$ cat src/rtl/pixel_shift_scheduler_if.sv
// Handshake, sprite-attribute and shift-control signals of the pixel shift scheduler.
// The underrun_cnt field exists only when UNDERRUN_CNT_EN is defined.
interface pixel_shift_scheduler_if #(
    parameter int unsigned X_W = 8
);
    logic                  line_start;
    logic                  pixel_tick;
    logic [7:0][X_W-1:0]   sprite_x;
    logic [7:0]            sprite_en;
    logic                  spr_valid;
    logic                  bg_valid;
    logic                  spr_req;
    logic                  bg_req;
    logic                  load_sprite;
    logic                  load_background;
    logic [8:0]            enable;
    logic [7:0]            spr_vis;
    logic                  active;
    logic                  line_done;
    logic                  underrun;
`ifdef UNDERRUN_CNT_EN
    logic [7:0]            underrun_cnt;
`endif

    modport master (
`ifdef UNDERRUN_CNT_EN
        output underrun_cnt,
`endif
        input  line_start, pixel_tick, sprite_x, sprite_en, spr_valid, bg_valid,
        output spr_req, bg_req, load_sprite, load_background, enable, spr_vis,
        output active, line_done, underrun
    );

    modport slave (
`ifdef UNDERRUN_CNT_EN
        input  underrun_cnt,
`endif
        output line_start, pixel_tick, sprite_x, sprite_en, spr_valid, bg_valid,
        input  spr_req, bg_req, load_sprite, load_background, enable, spr_vis,
        input  active, line_done, underrun
    );
endinterface

$ cat src/rtl/pixel_shift_scheduler.sv
// Per-scanline fetch/prime/shift sequencer for 8 sprite and 1 background shift registers.
// Define UNDERRUN_CNT_EN to add the saturating underrun_cnt output.
module pixel_shift_scheduler #(
    parameter int unsigned LINE_PIXELS = 256,
    parameter int unsigned X_W         = 8
) (
    input logic                     clk,
    input logic                     reset,
    pixel_shift_scheduler_if.master bus
);
    typedef enum logic [2:0] {
        StIdle, StSprFetch, StBgFetch, StPrime, StActive, StDone
    } state_e;

    localparam logic [X_W-1:0] LastPix = X_W'(LINE_PIXELS - 1);

    state_e         state_q, state_d;
    logic [X_W-1:0] hpos_q;
    logic [4:0]     bg_left_q;
    logic           bg_pend_q;
    logic [7:0]     spr_vis_q;
    logic           underrun_q;
    logic           tick;
    logic           bg_empty;
    logic [7:0]     spr_hit;

    assign tick     = (state_q == StActive) && bus.pixel_tick;
    assign bg_empty = (bg_left_q == 5'd0);

    // Window test is one bit wider than X_W so x+16 never wraps back into the line.
    for (genvar gi = 0; gi < 8; gi++) begin : g_win
        logic [X_W:0] x_lo, x_hi, p_ext;
        assign x_lo        = {1'b0, bus.sprite_x[gi]};
        assign x_hi        = x_lo + (X_W + 1)'(16);
        assign p_ext       = {1'b0, hpos_q};
        assign spr_hit[gi] = bus.sprite_en[gi] && (p_ext >= x_lo) && (p_ext < x_hi);
    end

    always_ff @(posedge clk) begin
        if (!reset) begin
            state_q <= StIdle;
        end else begin
            state_q <= state_d;
        end
    end

    always_comb begin
        state_d = state_q;
        case (state_q)
            StIdle:     if (bus.line_start) state_d = StSprFetch;
            StSprFetch: if (bus.spr_valid)  state_d = StBgFetch;
            StBgFetch:  if (bus.bg_valid)   state_d = StPrime;
            StPrime:    state_d = StActive;
            StActive:   if (tick && (hpos_q == LastPix)) state_d = StDone;
            StDone:     state_d = StIdle;
            default:    state_d = StIdle;
        endcase
    end

    always_comb begin
        bus.spr_req         = 1'b0;
        bus.bg_req          = 1'b0;
        bus.load_sprite     = 1'b0;
        bus.load_background = 1'b0;
        bus.enable          = '0;
        case (state_q)
            StSprFetch: begin
                bus.spr_req     = 1'b1;
                bus.load_sprite = bus.spr_valid;
            end
            StBgFetch: begin
                bus.bg_req          = 1'b1;
                bus.load_background = bus.bg_valid;
            end
            StPrime: bus.enable[8] = 1'b1;
            StActive: begin
                bus.bg_req = bg_empty;
                // A word arriving on a tick cycle is loaded on the following (tick-free) cycle.
                bus.load_background = bg_empty && !bus.pixel_tick && (bus.bg_valid || bg_pend_q);
                if (bus.pixel_tick) bus.enable = {!bg_empty, spr_hit};
            end
            default: ;
        endcase
    end

    assign bus.active    = (state_q == StActive);
    assign bus.line_done = (state_q == StDone);
    assign bus.spr_vis   = spr_vis_q;
    assign bus.underrun  = underrun_q;

    always_ff @(posedge clk) begin
        if (!reset) begin
            hpos_q     <= '0;
            bg_left_q  <= '0;
            bg_pend_q  <= 1'b0;
            spr_vis_q  <= '0;
            underrun_q <= 1'b0;
        end else begin
            if (state_q == StPrime) begin
                hpos_q    <= '0;
                bg_left_q <= 5'd15;
            end
            if (bus.load_background) bg_left_q <= 5'd16;
            if (tick) begin
                hpos_q    <= hpos_q + X_W'(1);
                spr_vis_q <= spr_hit;
                if (bg_empty) underrun_q <= 1'b1;
                else          bg_left_q  <= bg_left_q - 5'd1;
            end
            bg_pend_q <= (state_q == StActive) && bg_empty && !bus.load_background &&
                         (bg_pend_q || (bus.bg_valid && bus.pixel_tick));
        end
    end

`ifdef UNDERRUN_CNT_EN
    logic [7:0] underrun_cnt_q;

    always_ff @(posedge clk) begin
        if (!reset) begin
            underrun_cnt_q <= '0;
        end else if (tick && bg_empty && (underrun_cnt_q != 8'hFF)) begin
            underrun_cnt_q <= underrun_cnt_q + 8'd1;
        end
    end

    assign bus.underrun_cnt = underrun_cnt_q;
`endif
endmodule

$ cat src/flat_wrapper.sv
// flat-port wrapper written by rule: the top's interface ports become plain ports
module pixel_shift_scheduler_flat 
#(
    parameter int unsigned LINE_PIXELS = 256,
    parameter int unsigned X_W         = 8
)
  (clk, reset, bus_line_start, bus_pixel_tick, bus_sprite_x, bus_sprite_en, bus_spr_valid, bus_bg_valid, bus_spr_req, bus_bg_req, bus_load_sprite, bus_load_background, bus_enable, bus_spr_vis, bus_active, bus_line_done, bus_underrun);
  pixel_shift_scheduler_if #(.X_W(X_W)) bus_i ();
  input logic clk;
  input logic reset;
  input wire logic [$bits(bus_i.line_start)-1:0] bus_line_start;
  input wire logic [$bits(bus_i.pixel_tick)-1:0] bus_pixel_tick;
  input wire logic [$bits(bus_i.sprite_x)-1:0] bus_sprite_x;
  input wire logic [$bits(bus_i.sprite_en)-1:0] bus_sprite_en;
  input wire logic [$bits(bus_i.spr_valid)-1:0] bus_spr_valid;
  input wire logic [$bits(bus_i.bg_valid)-1:0] bus_bg_valid;
  output wire logic [$bits(bus_i.spr_req)-1:0] bus_spr_req;
  output wire logic [$bits(bus_i.bg_req)-1:0] bus_bg_req;
  output wire logic [$bits(bus_i.load_sprite)-1:0] bus_load_sprite;
  output wire logic [$bits(bus_i.load_background)-1:0] bus_load_background;
  output wire logic [$bits(bus_i.enable)-1:0] bus_enable;
  output wire logic [$bits(bus_i.spr_vis)-1:0] bus_spr_vis;
  output wire logic [$bits(bus_i.active)-1:0] bus_active;
  output wire logic [$bits(bus_i.line_done)-1:0] bus_line_done;
  output wire logic [$bits(bus_i.underrun)-1:0] bus_underrun;
  assign bus_i.line_start = bus_line_start;
  assign bus_i.pixel_tick = bus_pixel_tick;
  assign bus_i.sprite_x = bus_sprite_x;
  assign bus_i.sprite_en = bus_sprite_en;
  assign bus_i.spr_valid = bus_spr_valid;
  assign bus_i.bg_valid = bus_bg_valid;
  assign bus_spr_req = bus_i.spr_req;
  assign bus_bg_req = bus_i.bg_req;
  assign bus_load_sprite = bus_i.load_sprite;
  assign bus_load_background = bus_i.load_background;
  assign bus_enable = bus_i.enable;
  assign bus_spr_vis = bus_i.spr_vis;
  assign bus_active = bus_i.active;
  assign bus_line_done = bus_i.line_done;
  assign bus_underrun = bus_i.underrun;
  pixel_shift_scheduler #(.LINE_PIXELS(LINE_PIXELS), .X_W(X_W)) u_core (.clk(clk), .reset(reset), .bus(bus_i));
endmodule
$ cat config.mk
export PLATFORM = sky130hd
export DESIGN_NAME = pixel_shift_scheduler_flat
export DESIGN_NICKNAME = d
export VERILOG_FILES = /design/src/rtl/pixel_shift_scheduler_if.sv /design/src/rtl/pixel_shift_scheduler.sv /design/src/flat_wrapper.sv
export SDC_FILE = /design/constraint.sdc
export NUM_CORES = 1
export LEC_CHECK = 0
export ABC_AREA = 0
export CAP_MARGIN = 5
export CORE_MARGIN = 1.5
export CORE_UTILIZATION = 45
export CTS_BUF_LIST = sky130_fd_sc_hd__clkbuf_8 sky130_fd_sc_hd__clkbuf_16
export DETAILED_ROUTE_END_ITERATION = 6
export MAX_ROUTING_LAYER = met4
export PLACE_DENSITY_LB_ADDON = 0.12
export SETUP_SLACK_MARGIN = 0.4
export SLEW_MARGIN = 25
export SYNTH_ARGS = -nofsm -noshare
export SYNTH_HDL_FRONTEND = slang
export SYNTH_SLANG_ARGS = --single-unit
$ cat constraint.sdc
create_clock -name clk -period 6 [get_ports clk]
set_clock_uncertainty 0.1 [all_clocks]
set_input_delay 0.6 -clock clk [delete_from_list [all_inputs] [get_ports clk]]
set_output_delay 0.6 -clock clk [all_outputs]
set_load 0.01 [all_outputs]
After elaboration in Yosys (flattened, before gate mapping) --
Cells that the tools add are included.
Storage, ports and cells: register bits after elaboration 26, input bits 78, output and inout bits 24
Operators by class: add/sub/neg operators 10, $lt $le $gt $ge 16, equal/unequal tests 10, muxes and demuxes 18, reduce and logical (&&, ||, !) cells 34
Operator list (count):
- $add A8 B5 Y9 const B | 8
- $lt A8 B9 Y1 | 8
- $ge A8 B8 Y1 | 8
- $logic_and A1 B1 Y1 | 24
- $mux W8 | 3
- $mux W5 | 4
- $pmux W3 S5 | 1
- $mux W3 | 4
- $mux W9 | 1
- $add A8 B1 Y8 const B | 1
- $eq A8 B8 Y1 const B | 1
- $eq A3 B2 Y1 const B | 2
- $eq A3 B3 Y1 const B | 2
- $ne A2 B2 Y1 const B | 3
- $pmux W1 S2 | 3
- $logic_not A5 Y1 | 1
- $sub A5 B1 Y5 const B | 1
- $reduce_and A4 Y1 | 1
- $eq A3 B1 Y1 const B | 1
- $logic_not A1 Y1 | 3
- $logic_not A3 Y1 | 1
- $logic_or A1 B1 Y1 | 2
- $mux W1 | 2
- $ne A2 B1 Y1 const B | 1
- 2 further kinds | 2

Depth between registers and ports, before layout --
Gate-level depths: netlist (run 1).
depth after elaboration 7, gate-level depth with buffers 8

Least setup slack after synthesis (run 1) --
No wires, ideal clock.
path kind in2out, start point in bus_sprite_x[4], end point out bus_enable[0], data arrival time 1.881 ns, required time 5.300 ns, path slack 3.419 ns, cell stages on the path 8, buffers on the path 0, cells stage by stage ha_1 > xnor2_1 > ha_1 > a21o_1 > a21oi_1 > o21ai_0 > a21oi_1 > and3_1
On the way: cells in the longest elaborated chain, start to end 5, elaborated cells on any way between the ends 7, those cells by class add/sub (1); order compare (2); mux (2); reduce/logical (2)
Ends and longest elaborated chain:
- from (decl) | line flat_wrapper.sv:13 | input wire logic [$bits(bus_i.sprite_x)-1:0] bus_sprite_x;
- $add A8 B5 Y9 / $ge A8 B8 Y1 (equally long branches) | line pixel_shift_scheduler.sv:34, pixel_shift_scheduler.sv:36
- $lt A8 B9 Y1 / $logic_and A1 B1 Y1 (equally long branches) | line pixel_shift_scheduler.sv:36 | assign spr_hit[gi] = bus.sprite_en[gi] && (p_ext >= x_lo) && (p_ext < x_hi);
- $logic_and A1 B1 Y1 (*) | line pixel_shift_scheduler.sv:36
- $mux W9 (*) | line pixel_shift_scheduler.sv:80 | if (bus.pixel_tick) bus.enable = {!bg_empty, spr_hit};
- $mux W8 (*) | line pixel_shift_scheduler.sv:66 | case (state_q)
- to (decl) | line flat_wrapper.sv:21 | output wire logic [$bits(bus_i.enable)-1:0] bus_enable;
Every way passes the cells marked *; elsewhere a longest branch is shown, timed or not.

Worst setup path after layout (run 1) --
start point in bus_sprite_x[52], end point out bus_enable[6]
The elaborated chain is that of the path after synthesis.

==> results of run 1 <==
## power by group through the flow
stage / clock, mW / sequential (mW) / combinational [mW]
6_report: 0.158 / 0.179 / 0.178
3_3_place_gp: 0 / 0.183 / 0.172
5_1_grt: 0.163 / 0.180 / 0.200
2_1_floorplan: 0 / 0.182 / 0.0941
4_1_cts: 0.159 / 0.179 / 0.179
3_5_place_dp: 0 / 0.183 / 0.178
## layer usage
layer / share of wire, % / GRT usage [%] / vias to the layer above
li1: - / - / 2108
met1: 45 / 29.5 / 1941
met2: 49 / 43.6 / 97
met3: 5.0 / 2.77 / 12
met4: 1.1 / 4.73 / 0
met5: 0 / - / -
## registers in the layout (all words and copies together) (netlist names)
name and flops:
u_core.bus.underrun 1, u_core.bg_pend_q 1, u_core.state_q 3, u_core.bus.spr_vis 8, u_core.bg_left_q 5, u_core.hpos_q 8
## Yosys cell counts, types with 3 or more instances
| cell type | number |
|---|---|
| nand2b_1 | 7 |
| a211oi_1 | 17 |
| a21oi_1 | 42 |
| ha_1 | 107 |
| buf_2 | 3 |
| nor3_1 | 9 |
| o21ai_0 | 22 |
| dfxtp_1 | 26 |
| o21ai_1 | 6 |
| a21o_1 | 13 |
| nand3_1 | 26 |
| a31oi_1 | 3 |
| o21a_1 | 4 |
| o211ai_1 | 4 |
| nand3b_1 | 4 |
| a31o_1 | 3 |
| nor2b_1 | 9 |
| nand2_1 | 19 |
| inv_1 | 78 |
| and2_1 | 4 |
| o2111a_1 | 5 |
| a211o_1 | 4 |
| o2111ai_1 | 7 |
| nor2_1 | 32 |
| a2111oi_0 | 6 |
| and3_1 | 15 |
| xnor2_1 | 16 |
## kinds of logic after synthesis
kind of cell | Yosys count | share of synthesized area, %
multiplexers | 4 | 1.12
XOR/XNOR | 16 | 3.40
adder cells (fa/ha/maj) | 107 | 32.5
AND/OR/NAND/NOR | 138 | 18.1
buffers and inverters | 87 | 8.46
flip-flops | 26 | 12.6
AO/OA/AOI/OAI | 147 | 23.8
## metrics by stage
step                      setup slack (ps)  instance area [µm²]  total power, mW  hold slack [ps]  utilization (%)
after floorplan                       3420                 4120            0.276              362                -
after global placement                2300                 5230            0.355              363             59.4
after detailed placement              2210                 5230            0.361              360             59.4
after CTS                             2210                 5300            0.518              399             60.2
after global routing                  2060                 5300            0.543              421             60.2
final                                 2250                 5300            0.515              408             60.2
## area by class of cell
cell class	count	area (µm²)
clock buffer	3	41.3
clock inverter	1	30.0
tap	108	135
multi-input combinational	412	3250
fill	853	3510
timing repair buffer	103	1030
sequential	26	520
inverter	78	293
## worst reg2reg max path, cell delays in order, from the launching register on
cell and delay (ps):
dfxtp_1 1040, ha_1 300, nand3_1 90, a211o_1 230, a31o_1 190, o211a_1 150
o21a_1 180
## worst paths after layout
check,slack (ps),startpoint,end
worst max register to register,3620,u_core.hpos_q[6],u_core.bus.spr_vis[4]
worst min register to register,410,u_core.hpos_q[0],u_core.hpos_q[0]
worst max-delay path,2250,bus_sprite_x[52],bus_enable[6]
worst min-delay path,410,u_core.hpos_q[0],u_core.hpos_q[0]
==> impl_metrics.py, run 1 <==
metrics = {
    "timing": {
        "grt_setup_unrepaired": "false",
        "hold_viol": 0,
        "clock.fmax_ghz": 0.267,
        "tns_ps": 0,
        "fin_crit_ps": 3750,
        "maxSlewViolCount": 0,
        "worst_slew_pin_slew_ps": 1060,
        "setup_viol": 0,
        "fin_crit_sh_pct": 62.5,
        "slew_headroom_pct": 29.1,
    },
    "power_and_ir_drop": {
        "power.share.switching_pct": 29.8,
        "clkPwrFrac_pct": 30.6,
        "p_per_area_nw_per_um2": 97.2,
        "comb_power_share_pct": 34.6,
        "p_switching_mw": 0.154,
        "intPower_mw": 0.362,
        "p_seq_share_pct": 34.8,
        "power_leakage_nw": 2.73,
        "ir_drop_mv": 0.138,
    },
    "floorplanning": {
        "die_x_um": 98.7,
        "coreArea_um2": 8810,
        "start_util_pct": 46.8,
        "num_rows": 34,
        "dieArea_um2": 9750,
        "die_h_um": 98.7,
        "io_pins": 102,
    },
    "critical_path": {
        "critPathCaptureType": "output pin",
        "crit_path_start_kind": "input pin",
        "crit_fanout": 4,
        "path_class": "input pin to output pin",
        "cp.arrival_ps": 3050,
        "crit_path_cell_trace": "clkdlybuf4s50_1 > ha_1 > xnor2_1 > ha_1 > a21o_1 > a21oi_1 > o21ai_0 > a21oi_1 > and3_1 > clkdlybuf4s50_1",
        "cp_slowest_cell": "clkdlybuf4s50_1",
        "required_ps": 5300,
        "slowest_delay_ps": 540,
        "crit_family": "buffers and inverters",
        "worst-r2r-cell-count": 6,
        "cp_num_cells": 10,
        "crit_buf_inv": 2,
    },
    "final_layout": {
        "layout_common_cells": "107 x ha_1, 101 x clkdlybuf4s50_1, 78 x inv_1",
        "final_common_cell": "ha_1",
        "diodes": 0,
        "fin_cells": 731,
        "area_delta_synth_final_pct": 28.5,
        "final_nets": 809,
        "layout-drive-gt1-share_pct": 2.25,
    },
    "place": {
        "place_inst": 727,
        "place.gp.congestion": 0.926,
        "io_buffers": 101,
        "hpwl_um": 8780,
    },
    "detailed_routing": {
        "ant_nets": 0,
        "first_iter_violations": 162,
        "via_count": 4158,
        "wl_per_cell_um": 15.5,
        "vias_per_cell": 5.69,
        "routed_wl_um": 11300,
        "drc": 8,
        "drtPass1Iterations": 7,
    },
    "clocking": {
        "ctsRootBufferMaster": "clkbuf_8",
        "clk_pin_slew_ps": 110,
        "clk_latency_ps": 280,
        "numCtsBuffers": 3,
        "cts_setup_buffers": 0,
        "cts_resized": 0,
        "clock_path_buffers": 2,
        "cts_max_level": 1,
        "postCtsHoldBufs": 0,
        "cts_sinks": 26,
        "cts_tree": "yes",
    },
    "global_route": {
        "track_usage_pct": 24.3,
        "grt_pass1_wl_um": 19000,
        "grt_overflow": 0,
        "antenna_found_initial": 0,
        "grt_start_max_net_pins": 25,
        "grt_pass1_vias": 4195,
    },
    "min_path": {
        "min_path_type": "flip-flop to flip-flop",
        "whs_path_depth": 2,
    },
    "yosys": {
        "syn_inst": 525,
        "synth.net_count": 710,
        "synth_area_leaders": "ha_1 32%, dfxtp_1 13%, inv_1 7.1%",
        "synth_top_area_share_pct": 32.5,
        "ys.flop_type": "dfxtp_1",
        "yosysWarnings": 0,
        "ys_seq_area_share_pct": 12.6,
        "synth_top_area_cell": "ha_1",
        "ys_seq_elements": 26,
        "syn_avg_cell_area_um2": 7.86,
        "synth_enable_flop_cells": 0,
        "synth_async_sr_flop_share_pct": 0,
        "yosysUniqueCellTypes": 56,
        "netlist_area_um2": 4120,
    },
    "run_status": {
        "outcome": "complete, but fails checks",
        "violations": "design-rule violations",
    },
    "flow_run": {
        "maxCapViolCount": 0,
    },
}
No activity file was read; power rests on OpenSTA's default activity.
==> inputs of run 2 (changes only) <==
==> constraint.sdc (replaced) <==
create_clock -name clk -period 3.3 [get_ports clk]
set_clock_uncertainty 0.1 [all_clocks]
set_input_delay 0.33 -clock clk [delete_from_list [all_inputs] [get_ports clk]]
set_output_delay 0.33 -clock clk [all_outputs]
set_load 0.01 [all_outputs]
==> impl_metrics.py, run 2 (synthesis gave the netlist of run 1 again) <==
metrics = {
    "critical_path": {
        "path_class": "input pin to output pin",
        "r2r_start": "u_core.hpos_q[3]",
        "worst-r2r-cell-count": 9,
        "r2r-end": "u_core.bus.spr_vis[1]",
        "crit_path_cell_trace": "clkdlybuf4s50_1 > inv_1 > ha_1 > o211ai_1 > a21oi_1 > a2111oi_2 > o21ai_1 > and4_1 > dlygate4sd2_1",
        "critPathCaptureType": "output pin",
        "cp_num_cells": 9,
        "rrSetupSlack_ps": 1070,
        "crit_end": "bus_enable[5]",
        "crit_buf_inv": 3,
        "cp.arrival_ps": 2370,
        "crit_path_start": "bus_sprite_x[41]",
        "crit_fanout": 2,
        "crit_family": "buffers and inverters",
        "crit_path_start_kind": "input pin",
        "cp_slowest_cell": "clkdlybuf4s50_1",
        "slowest_delay_ps": 460,
        "required_ps": 2870,
    },
    "power_and_ir_drop": {
        "comb_power_share_pct": 35.8,
        "p_switching_mw": 0.275,
        "ir_drop_mv": 0.162,
        "power_mw": 0.942,
        "clkPwrFrac_pct": 29.6,
        "p_per_area_nw_per_um2": 169,
        "intPower_mw": 0.667,
        "power.share.switching_pct": 29.2,
        "p_seq_share_pct": 34.6,
        "power_leakage_nw": 3.00,
    },
    "timing": {
        "fin_crit_sh_pct": 84.7,
        "tns_ps": 0,
        "slew_headroom_pct": 67.0,
        "clock.fmax_ghz": 0.358,
        "hold_viol": 0,
        "grt_setup_unrepaired": "false",
        "worst_slew_pin_slew_ps": 495,
        "maxSlewViolCount": 0,
        "setup_viol": 0,
        "fin_crit_ps": 2800,
    },
    "global_route": {
        "grt_start_max_net_pins": 25,
        "grt_pass1_wl_um": 19000,
        "grt_pass1_vias": 4274,
        "track_usage_pct": 24.3,
        "grt_overflow": 0,
        "antenna_found_initial": 0,
    },
    "floorplanning": {
        "die_x_um": 98.7,
        "dieArea_um2": 9750,
        "die_h_um": 98.7,
        "io_pins": 102,
        "coreArea_um2": 8810,
        "start_util_pct": 46.8,
        "num_rows": 34,
    },
    "flow_run": {
        "maxCapViolCount": 0,
    },
    "run_status": {
        "outcome": "complete, but fails checks",
        "violations": "design-rule violations",
    },
    "detailed_routing": {
        "vias_per_cell": 5.57,
        "drc": 6,
        "routed_wl_um": 11400,
        "wl_per_cell_um": 15.0,
        "first_iter_violations": 112,
        "ant_nets": 0,
        "drtPass1Iterations": 7,
        "via_count": 4236,
    },
    "final_layout": {
        "final_nets": 839,
        "fillers": 792,
        "multi_input_area_um2": 3320,
        "diodes": 0,
        "final_common_cell": "ha_1",
        "seqCellArea_um2": 522,
        "area_delta_synth_final_pct": 35.5,
        "layout_common_cells": "103 x ha_1, 81 x clkdlybuf4s50_1, 77 x inv_1",
        "layout-drive-gt1-share_pct": 9.49,
    },
    "clocking": {
        "cts_max_level": 1,
        "cts_sinks": 26,
        "postCtsHoldBufs": 0,
        "clk_latency_ps": 280,
        "clk_pin_slew_ps": 110,
        "cts_tree": "yes",
        "numCtsBuffers": 3,
        "ctsRootBufferMaster": "clkbuf_8",
        "clock_path_buffers": 2,
    },
    "place": {
        "hpwl_um": 9020,
        "io_buffers": 101,
        "place.gp.congestion": 0.887,
    },
    "min_path": {
        "min_path_type": "flip-flop to flip-flop",
    },
}
==> run 2: cell type report <==
cell class	instances	share of cell area (%)
flip-flops and latches	26	9.34
repair buffers	133	22.3
clock buffers	3	0.739
inverters	78	5.31
multi-input cells	412	59.4
well taps	108	2.42
clock inverters	1	0.538
==> run 2: how the worst min path moves through the flow <==
| stage | slack, ps | start | endpoint | cells past startpoint |
|---|---|---|---|---|
| after detailed placement | 390 | u_core.hpos_q[0] | u_core.hpos_q[0] | 2 |
| after floorplan | 350 | bus_pixel_tick | u_core.bg_pend_q | 2 |
| final | 430 | u_core.bus.underrun | u_core.bus.underrun | 2 |
| after CTS | 400 | u_core.hpos_q[0] | u_core.hpos_q[0] | 2 |
| after global placement | 380 | u_core.hpos_q[0] | u_core.hpos_q[0] | 2 |
| after global routing | 450 | u_core.hpos_q[0] | u_core.hpos_q[0] | 2 |
==> run 2: power groups by stage <==
stage	clock network (mW)	registers, mW	logic [mW]
2_1_floorplan	0	0.330	0.171
3_3_place_gp	0	0.333	0.312
3_5_place_dp	0	0.333	0.322
4_1_cts	0.278	0.326	0.334
5_1_grt	0.290	0.327	0.378
6_report	0.279	0.326	0.337
==> run 2: layer usage <==
metal  global-route usage [%]  wire [µm]  vias to the layer above
li1                         -          -                     2169
met1                     29.9       5080                     1952
met2                     44.4       5670                      109
met3                     1.77        605                        6
met4                     3.96         66                        0
met5                        -          0                        -
==> run 2: timing repair <==
item,CTS,global route
pin swaps,1,3
gates cloned,0,0
gates resized for setup,24,27
endpoints found under the setup margin,8,8
buffers inserted,15,2
==> run 2: worst min-delay path, stage by stage, from the launching register on <==
cell and delay (ps):
dfxtp_1 370, a21oi_1 50, nor2_1 80
==> run 2: stage by stage <==
| stage | worst slack [ps] | std cells | utilization, % | instance area, µm² | hold WS, ps |
|---|---|---|---|---|---|
| after floorplan | 1210 | 525 | - | 4120 | 355 |
| after global placement | 97.3 | 740 | 60.5 | 5330 | 379 |
| final | 504 | 761 | 63.4 | 5590 | 427 |
| after global routing | 379 | 761 | 63.4 | 5590 | 449 |
| after detailed placement | 60.6 | 740 | 60.5 | 5330 | 388 |
| after CTS | 355 | 759 | 62.7 | 5520 | 405 |
